--- src/rtl/baud_tick_generator.sv ---
// Baud tick generator: runtime integer divisor, configurable oversampling ratio,
// glitch-free divisor updates and enable/restart control for RX start-bit alignment.
// Optional fractional divisor enabled by defining BAUD_GEN_FRAC_DIVISOR_EN.
module baud_tick_generator #(
    parameter int unsigned DVSR_WIDTH = 16,
    parameter int unsigned OVERSAMPLE = 16,
    parameter int unsigned FRAC_WIDTH = 4
) (
    input  logic                          clk_i,
    input  logic                          rst_n_i,
    input  logic                          enable_i,
    input  logic                          restart_i,
    input  logic [DVSR_WIDTH-1:0]         divisor_i,
    input  logic [FRAC_WIDTH-1:0]         divisor_frac_i,
    output logic                          ov_tick_o,
    output logic                          mid_tick_o,
    output logic                          baud_tick_o,
    output logic [$clog2(OVERSAMPLE)-1:0] os_count_o
);

    localparam int unsigned OsW  = $clog2(OVERSAMPLE);
    // One spare bit so a fractionally stretched period can reach div_q+1.
    localparam int unsigned PreW = DVSR_WIDTH + 1;
    localparam logic [OsW-1:0] OsLast   = OsW'(OVERSAMPLE - 1);
    localparam logic [OsW-1:0] OsMidPre = OsW'(OVERSAMPLE / 2 - 1);

    if ((OVERSAMPLE < 4) || ((OVERSAMPLE % 2) != 0)) begin : g_bad_oversample
        $error("OVERSAMPLE must be even and >= 4");
    end

    logic [DVSR_WIDTH-1:0] div_q;
    logic [PreW-1:0]       pre_cnt_q, pre_cnt_d;
    logic [OsW-1:0]        os_cnt_q, os_cnt_d;
    logic                  ov_q, ov_d;
    logic                  mid_q, mid_d;
    logic                  baud_q, baud_d;
    logic [PreW-1:0]       period_end;
    logic                  ov_event;
    logic                  clear;
    logic                  load_shadow;

    // Restart wins over enable and over a coincident wrap.
    assign clear       = restart_i || !enable_i;
    assign ov_event    = !clear && (pre_cnt_q == period_end);
    assign load_shadow = clear || ov_event;

`ifdef BAUD_GEN_FRAC_DIVISOR_EN
    logic [FRAC_WIDTH-1:0] frac_q;
    logic [FRAC_WIDTH-1:0] acc_q, acc_d;
    logic                  ext_q, ext_d;
    logic [FRAC_WIDTH:0]   acc_sum;

    assign acc_sum    = {1'b0, acc_q} + {1'b0, frac_q};
    assign period_end = {1'b0, div_q} + PreW'(ext_q);

    // Fractional accumulator: a carry stretches the following period by one clock.
    always_comb begin
        acc_d = acc_q;
        ext_d = ext_q;
        if (clear) begin
            acc_d = '0;
            ext_d = 1'b0;
        end else if (ov_event) begin
            acc_d = acc_sum[FRAC_WIDTH-1:0];
            ext_d = acc_sum[FRAC_WIDTH];
        end
    end

    // Fractional shadow and accumulator state.
    always_ff @(posedge clk_i or negedge rst_n_i) begin
        if (!rst_n_i) begin
            frac_q <= '0;
            acc_q  <= '0;
            ext_q  <= 1'b0;
        end else begin
            if (load_shadow) begin
                frac_q <= divisor_frac_i;
            end
            acc_q <= acc_d;
            ext_q <= ext_d;
        end
    end
`else
    logic unused_frac;

    assign unused_frac = ^divisor_frac_i;
    assign period_end  = {1'b0, div_q};
`endif

    // Prescaler and oversample counter next state plus strobe decode.
    always_comb begin
        pre_cnt_d = pre_cnt_q + PreW'(1);
        os_cnt_d  = os_cnt_q;
        ov_d      = 1'b0;
        mid_d     = 1'b0;
        baud_d    = 1'b0;
        if (clear) begin
            pre_cnt_d = '0;
            os_cnt_d  = '0;
        end else if (ov_event) begin
            pre_cnt_d = '0;
            os_cnt_d  = (os_cnt_q == OsLast) ? '0 : os_cnt_q + OsW'(1);
            ov_d      = 1'b1;
            mid_d     = (os_cnt_q == OsMidPre);
            baud_d    = (os_cnt_q == OsLast);
        end
    end

    // Counter, shadow divisor and registered strobe state.
    always_ff @(posedge clk_i or negedge rst_n_i) begin
        if (!rst_n_i) begin
            div_q     <= '0;
            pre_cnt_q <= '0;
            os_cnt_q  <= '0;
            ov_q      <= 1'b0;
            mid_q     <= 1'b0;
            baud_q    <= 1'b0;
        end else begin
            if (load_shadow) begin
                div_q <= divisor_i;
            end
            pre_cnt_q <= pre_cnt_d;
            os_cnt_q  <= os_cnt_d;
            ov_q      <= ov_d;
            mid_q     <= mid_d;
            baud_q    <= baud_d;
        end
    end

    assign ov_tick_o   = ov_q;
    assign mid_tick_o  = mid_q;
    assign baud_tick_o = baud_q;
    assign os_count_o  = os_cnt_q;

endmodule

--- config.mk ---
export PLATFORM = sky130hd
export DESIGN_NAME = baud_tick_generator
export DESIGN_NICKNAME = d
export VERILOG_FILES = /design/src/rtl/baud_tick_generator.sv
export SDC_FILE = /design/constraint.sdc
export NUM_CORES = 1
export LEC_CHECK = 0
export BUFFER_PORTS_ARGS = -buffer_cell sky130_fd_sc_hd__buf_2
export CORE_MARGIN = 8
export CORE_UTILIZATION = 50
export DETAILED_ROUTE_END_ITERATION = 10
export PLACE_DENSITY = 0.7
export SETUP_SLACK_MARGIN = 0.1
export SLEW_MARGIN = 20
export SYNTH_ARGS = -nofsm -noshare
export SYNTH_HDL_FRONTEND = slang
export SYNTH_SLANG_ARGS = --single-unit
--- constraint.sdc ---
create_clock -name clk_i -period 4.9 [get_ports clk_i]
set_clock_uncertainty 0.05 [all_clocks]
set_input_delay 0.49 -clock clk_i [delete_from_list [all_inputs] [get_ports clk_i]]
set_output_delay 0.49 -clock clk_i [all_outputs]
set_load 0.02 [all_outputs]
# Word level (Yosys, flattened, before mapping)
# Index checks and enable logic that the tools add are counted.
op_classes:
  addsub: 2
  n_mul: 0
  n_div: 0
  magnitude_cmp: 0
  eq_ne: 3
  n_shift: 0
  mux: 11
  bitwise: 0
  reduce_logical: 6
op_table:
  columns: ["operator", "n"]
  rows:
  - ["$mux W17", 2]
  - ["$add A17 B1 Y17 const B", 1]
  - ["$eq A17 B16 Y1", 1]
  - ["$mux W4", 3]
  - ["$mux W1", 6]
  - ["$add A4 B1 Y4 const B", 1]
  - ["$eq A4 B3 Y1 const B", 1]
  - ["$eq A4 B4 Y1 const B", 1]
  - ["$logic_not A1 Y1", 2]
  - ["$logic_or A1 B1 Y1", 2]
  - ["$reduce_bool A2 Y1", 1]
  - ["$logic_and A1 B1 Y1", 1]
totals:
  regBits: 40
  latch_bits: 0
  ramBits: 0
  rom_bits: 0
  inputBits: 24
  wordCells: 28
  n_memories: 0

# Logic depth before layout (Yosys ltp)
depth:
  word_depth: 6
  mapped_depth: 7

# Worst setup path before layout
# Ideal clock, no wire load.
synth_timing:
  path_type: "flip-flop to flip-flop"
  from: "register pre_cnt_q[10]"
  to: "register div_q[12]"
  setup_time_ns: 0.125
  t_arrival_ns: 1.729
  t_required_ns: 4.725
  setup_slack_ns: 2.996
  path_stages_with_launch: 7
  n_path_buf: 1
  synth_period_minus_slack_ns: 1.904
  cell_sequence: "dfrtp_1 xnor2_1 nand4_1 or3_4 o21ai_4 buf_6 mux2_4"
synth_between:
  elab_chain_len: 3
synth_lines:
  columns: ["item", "line", "source"]
  rows:
  - ["from (decl)", "32", "logic [PreW-1:0] pre_cnt_q, pre_cnt_d;"]
  - ["from (signal assigned)", "122", "pre_cnt_q <= pre_cnt_d;"]
  - ["$eq A17 B16 Y1", "44", "assign ov_event = !clear && (pre_cnt_q == period_end);"]
  - ["$logic_and A1 B1 Y1", "44", null]
  - ["$logic_or A1 B1 Y1", "45", "assign load_shadow = clear || ov_event;"]
  - ["to (signal assigned)", "120", "div_q <= divisor_i;"]
  - ["to (decl)", "31", "logic [DVSR_WIDTH-1:0] div_q;"]
# Every way passes these cells.
# A chain may end at the register's enable or synchronous reset.

# Worst setup path after layout
layout_timing:
  from: "register pre_cnt_q[7]"
  to: "register div_q[0]"
# The elaborated chain is that of the path after synthesis.

==> results.cfg <==
[sta]
fin_crit_ns = 2.59
finalSetupViolCount = 0
min_period_over_period = 0.529
finalSetupTns_ns = 0
slew_headroom = 0.293
worst_slew_pin_slew_ns = 1.06
rsz0062_at_grt = no
hold_violations = 0
maxSlewViolCount = 0
max_freq_ghz = 0.386

[grt]
antenna_found_initial = 0
grt_pass1_vias = 1416
grt_max_degree = 41
grt_pass1_wl_mm = 6.44
grtUsageTotal = 0.128
grt-ovfl-total = 0

[yosys]
ys_seq_area_frac = 0.506
synthFlopType = dfrtp_1
synth_area_um2 = 1980
synth_most_common_cell = dfrtp_1
avgSynthCellArea_um2 = 11.7
synth-seq-cells = 40
synth.distinct_cells = 29
syn-num-nets = 195
synthTopCellsByCount = dfrtp_1, nor2_1, xor2_1
synth-edff-count = 0
synth_top_area_cell = dfrtp_1
synth_warnings = 0
async_flop_share = 1.00
synthTopCellsByArea = dfrtp_1, mux2_4, xor2_1, xnor2_1, nor2_1
netlist_instances = 169
synth_top_area_share = 0.506

[routing]
first_iter_violations = 154
drt_first_pass_iters = 4
vias = 1319
final_antenna_net_count = 0
post_drt_via_cell_ratio = 5.36
wl_per_cell_um = 15.1
drc_errors = 0
routed_wl_mm = 3.71

[finish]
areaGrowthSynthToFinish_pct = 10.8
antennaDiodeCount = 0
drive_gt1_frac = 0.265
fin_nets = 224
nFillCells = 347
postLayoutCoreUtil = 0.560

[die]
floorplan.die_area_um2 = 6220
core_um2 = 3910
die_w_um = 78.9
ios = 31
initial_core_util = 0.505
std_cell_rows = 23
die_h_um = 78.9

[run_status]
outcome = finished, final reports clean

[place]
numPortBuffers = 26
gp_congestion = 0.801
dp_hpwl_mm = 2.69

[clock_tree]
cts_buffers = 5
postCtsSetupBuffers = 0
cts_buffer_depth = 2
clock_latency_ns = 0.29
cts-htree-levels = 2
cts_sinks = 40
cts_resized = 0
hold_buffers = 0
cts_tree = built
root_buffer = clkbuf_8
clkTransAtPathRegs_ns = 0.07

[critical_path]
cp.arrival_ns = 2.72
cp-end-kind = flip-flop
crit_required_ns = 5.03
worstPathMaxFanout = 32
worstSetupPathType = reg2reg
cp-start-kind = flip-flop

[pwr]
p_leak_nw = 1.02
cellPowerDensity_nw_per_um2 = 273
ir_drop_v = 0.000151

[flow_run]
maxCapViolCount = 0

[min_path]
hp-class = in2async
metal layers:
| metal | track usage | vias to the layer above | routed length, µm |
|---|---|---|---|
| met5 | 0 | - | 0 |
| met4 | 0.0537 | 0 | 65 |
| met3 | 0.0497 | 8 | 209 |
| met2 | 0.208 | 24 | 1830 |
| met1 | 0.149 | 660 | 1600 |
| li1 | - | 627 | - |
kinds of logic after synthesis:
group / after synthesis / synth area share
simple gates: 62 / 0.163
flops: 40 / 0.506
xor+xnor: 31 / 0.137
mux: 16 / 0.116
compound gates: 11 / 0.0354
buf+inv: 7 / 0.0297
fa+ha+maj: 2 / 0.0127
registers in the layout, summed over array words and instances, names as in the netlist:
| name | cells |
|---|---|
| ov_tick_o | 1 |
| div_q | 16 |
| baud_tick_o | 1 |
| os_count_o | 4 |
| mid_tick_o | 1 |
| pre_cnt_q | 17 |
report_power, final:
part,switching [mW],total [mW],internal (mW)
combinational,0.0247,0.0538,0.0290
clock,0.102,0.194,0.0917
sequential,0.00934,0.351,0.342
final cells by class:
cell class              count  area [µm²]  share of cell area
flip-flops and latches     40        1000               0.457
multi-input cells         122         917               0.419
repair buffers             26         130              0.0594
clock buffers               5        68.8              0.0314
well taps                  50        62.6              0.0286
inverters                   3        11.3             0.00514
metrics by stage:
stage	power, mW	worst slack [ns]	hold slack, ns	instances	area, µm²
2_1_floorplan	0.394	3.00	0.144	169	1980
3_3_place_gp	0.410	2.32	0.442	241	2120
3_5_place_dp	0.412	2.29	0.453	241	2120
4_1_cts	0.607	2.28	0.300	246	2190
5_1_grt	0.626	2.11	0.343	246	2190
6_report	0.599	2.31	0.269	246	2190
cell usage in the layout (no fill, tap or decap):
master	instances
mux2_2	3
nor4_1	2
buf_2	26
mux2_4	13
a31oi_1	1
or3_4	1
and4_1	1
nor2b_1	1
nor2_1	21
o21a_1	1
ha_1	2
nand2_1	9
nand4_1	4
a21oi_1	4
o21ai_4	1
nand4b_1	1
nand3_1	8
xor2_1	20
nand2b_1	1
nor3_1	6
nand3_2	1
clkbuf_8	5
and3_1	4
o21ai_0	4
xnor2_1	11
inv_1	3
dfrtp_1	40
nor4_2	2
critical path, stage by stage (launching register included):
cell and delay (ns):
dfrtp_1 0.43, xor2_1 0.19, nor4_2 0.37, nand3_2 0.18, o21ai_4 0.84, mux2_2 0.41
final timing paths:
path | cells past startpoint | start | slack (ns) | to
setup reg to reg | 5 | pre_cnt_q[7] | 2.31 | div_q[0]
max in group asynchronous | 1 | rst_n_i | 3.99 | pre_cnt_q[15]
hold / removal | 1 | rst_n_i | 0.27 | div_q[3]
setup / recovery | 5 | pre_cnt_q[7] | 2.31 | div_q[0]
min in group clk_i | 2 | divisor_i[5] | 0.38 | div_q[5]
hold reg to reg | 1 | pre_cnt_q[0] | 0.46 | pre_cnt_q[0]
No activity file was read; power rests on OpenSTA's default activity.
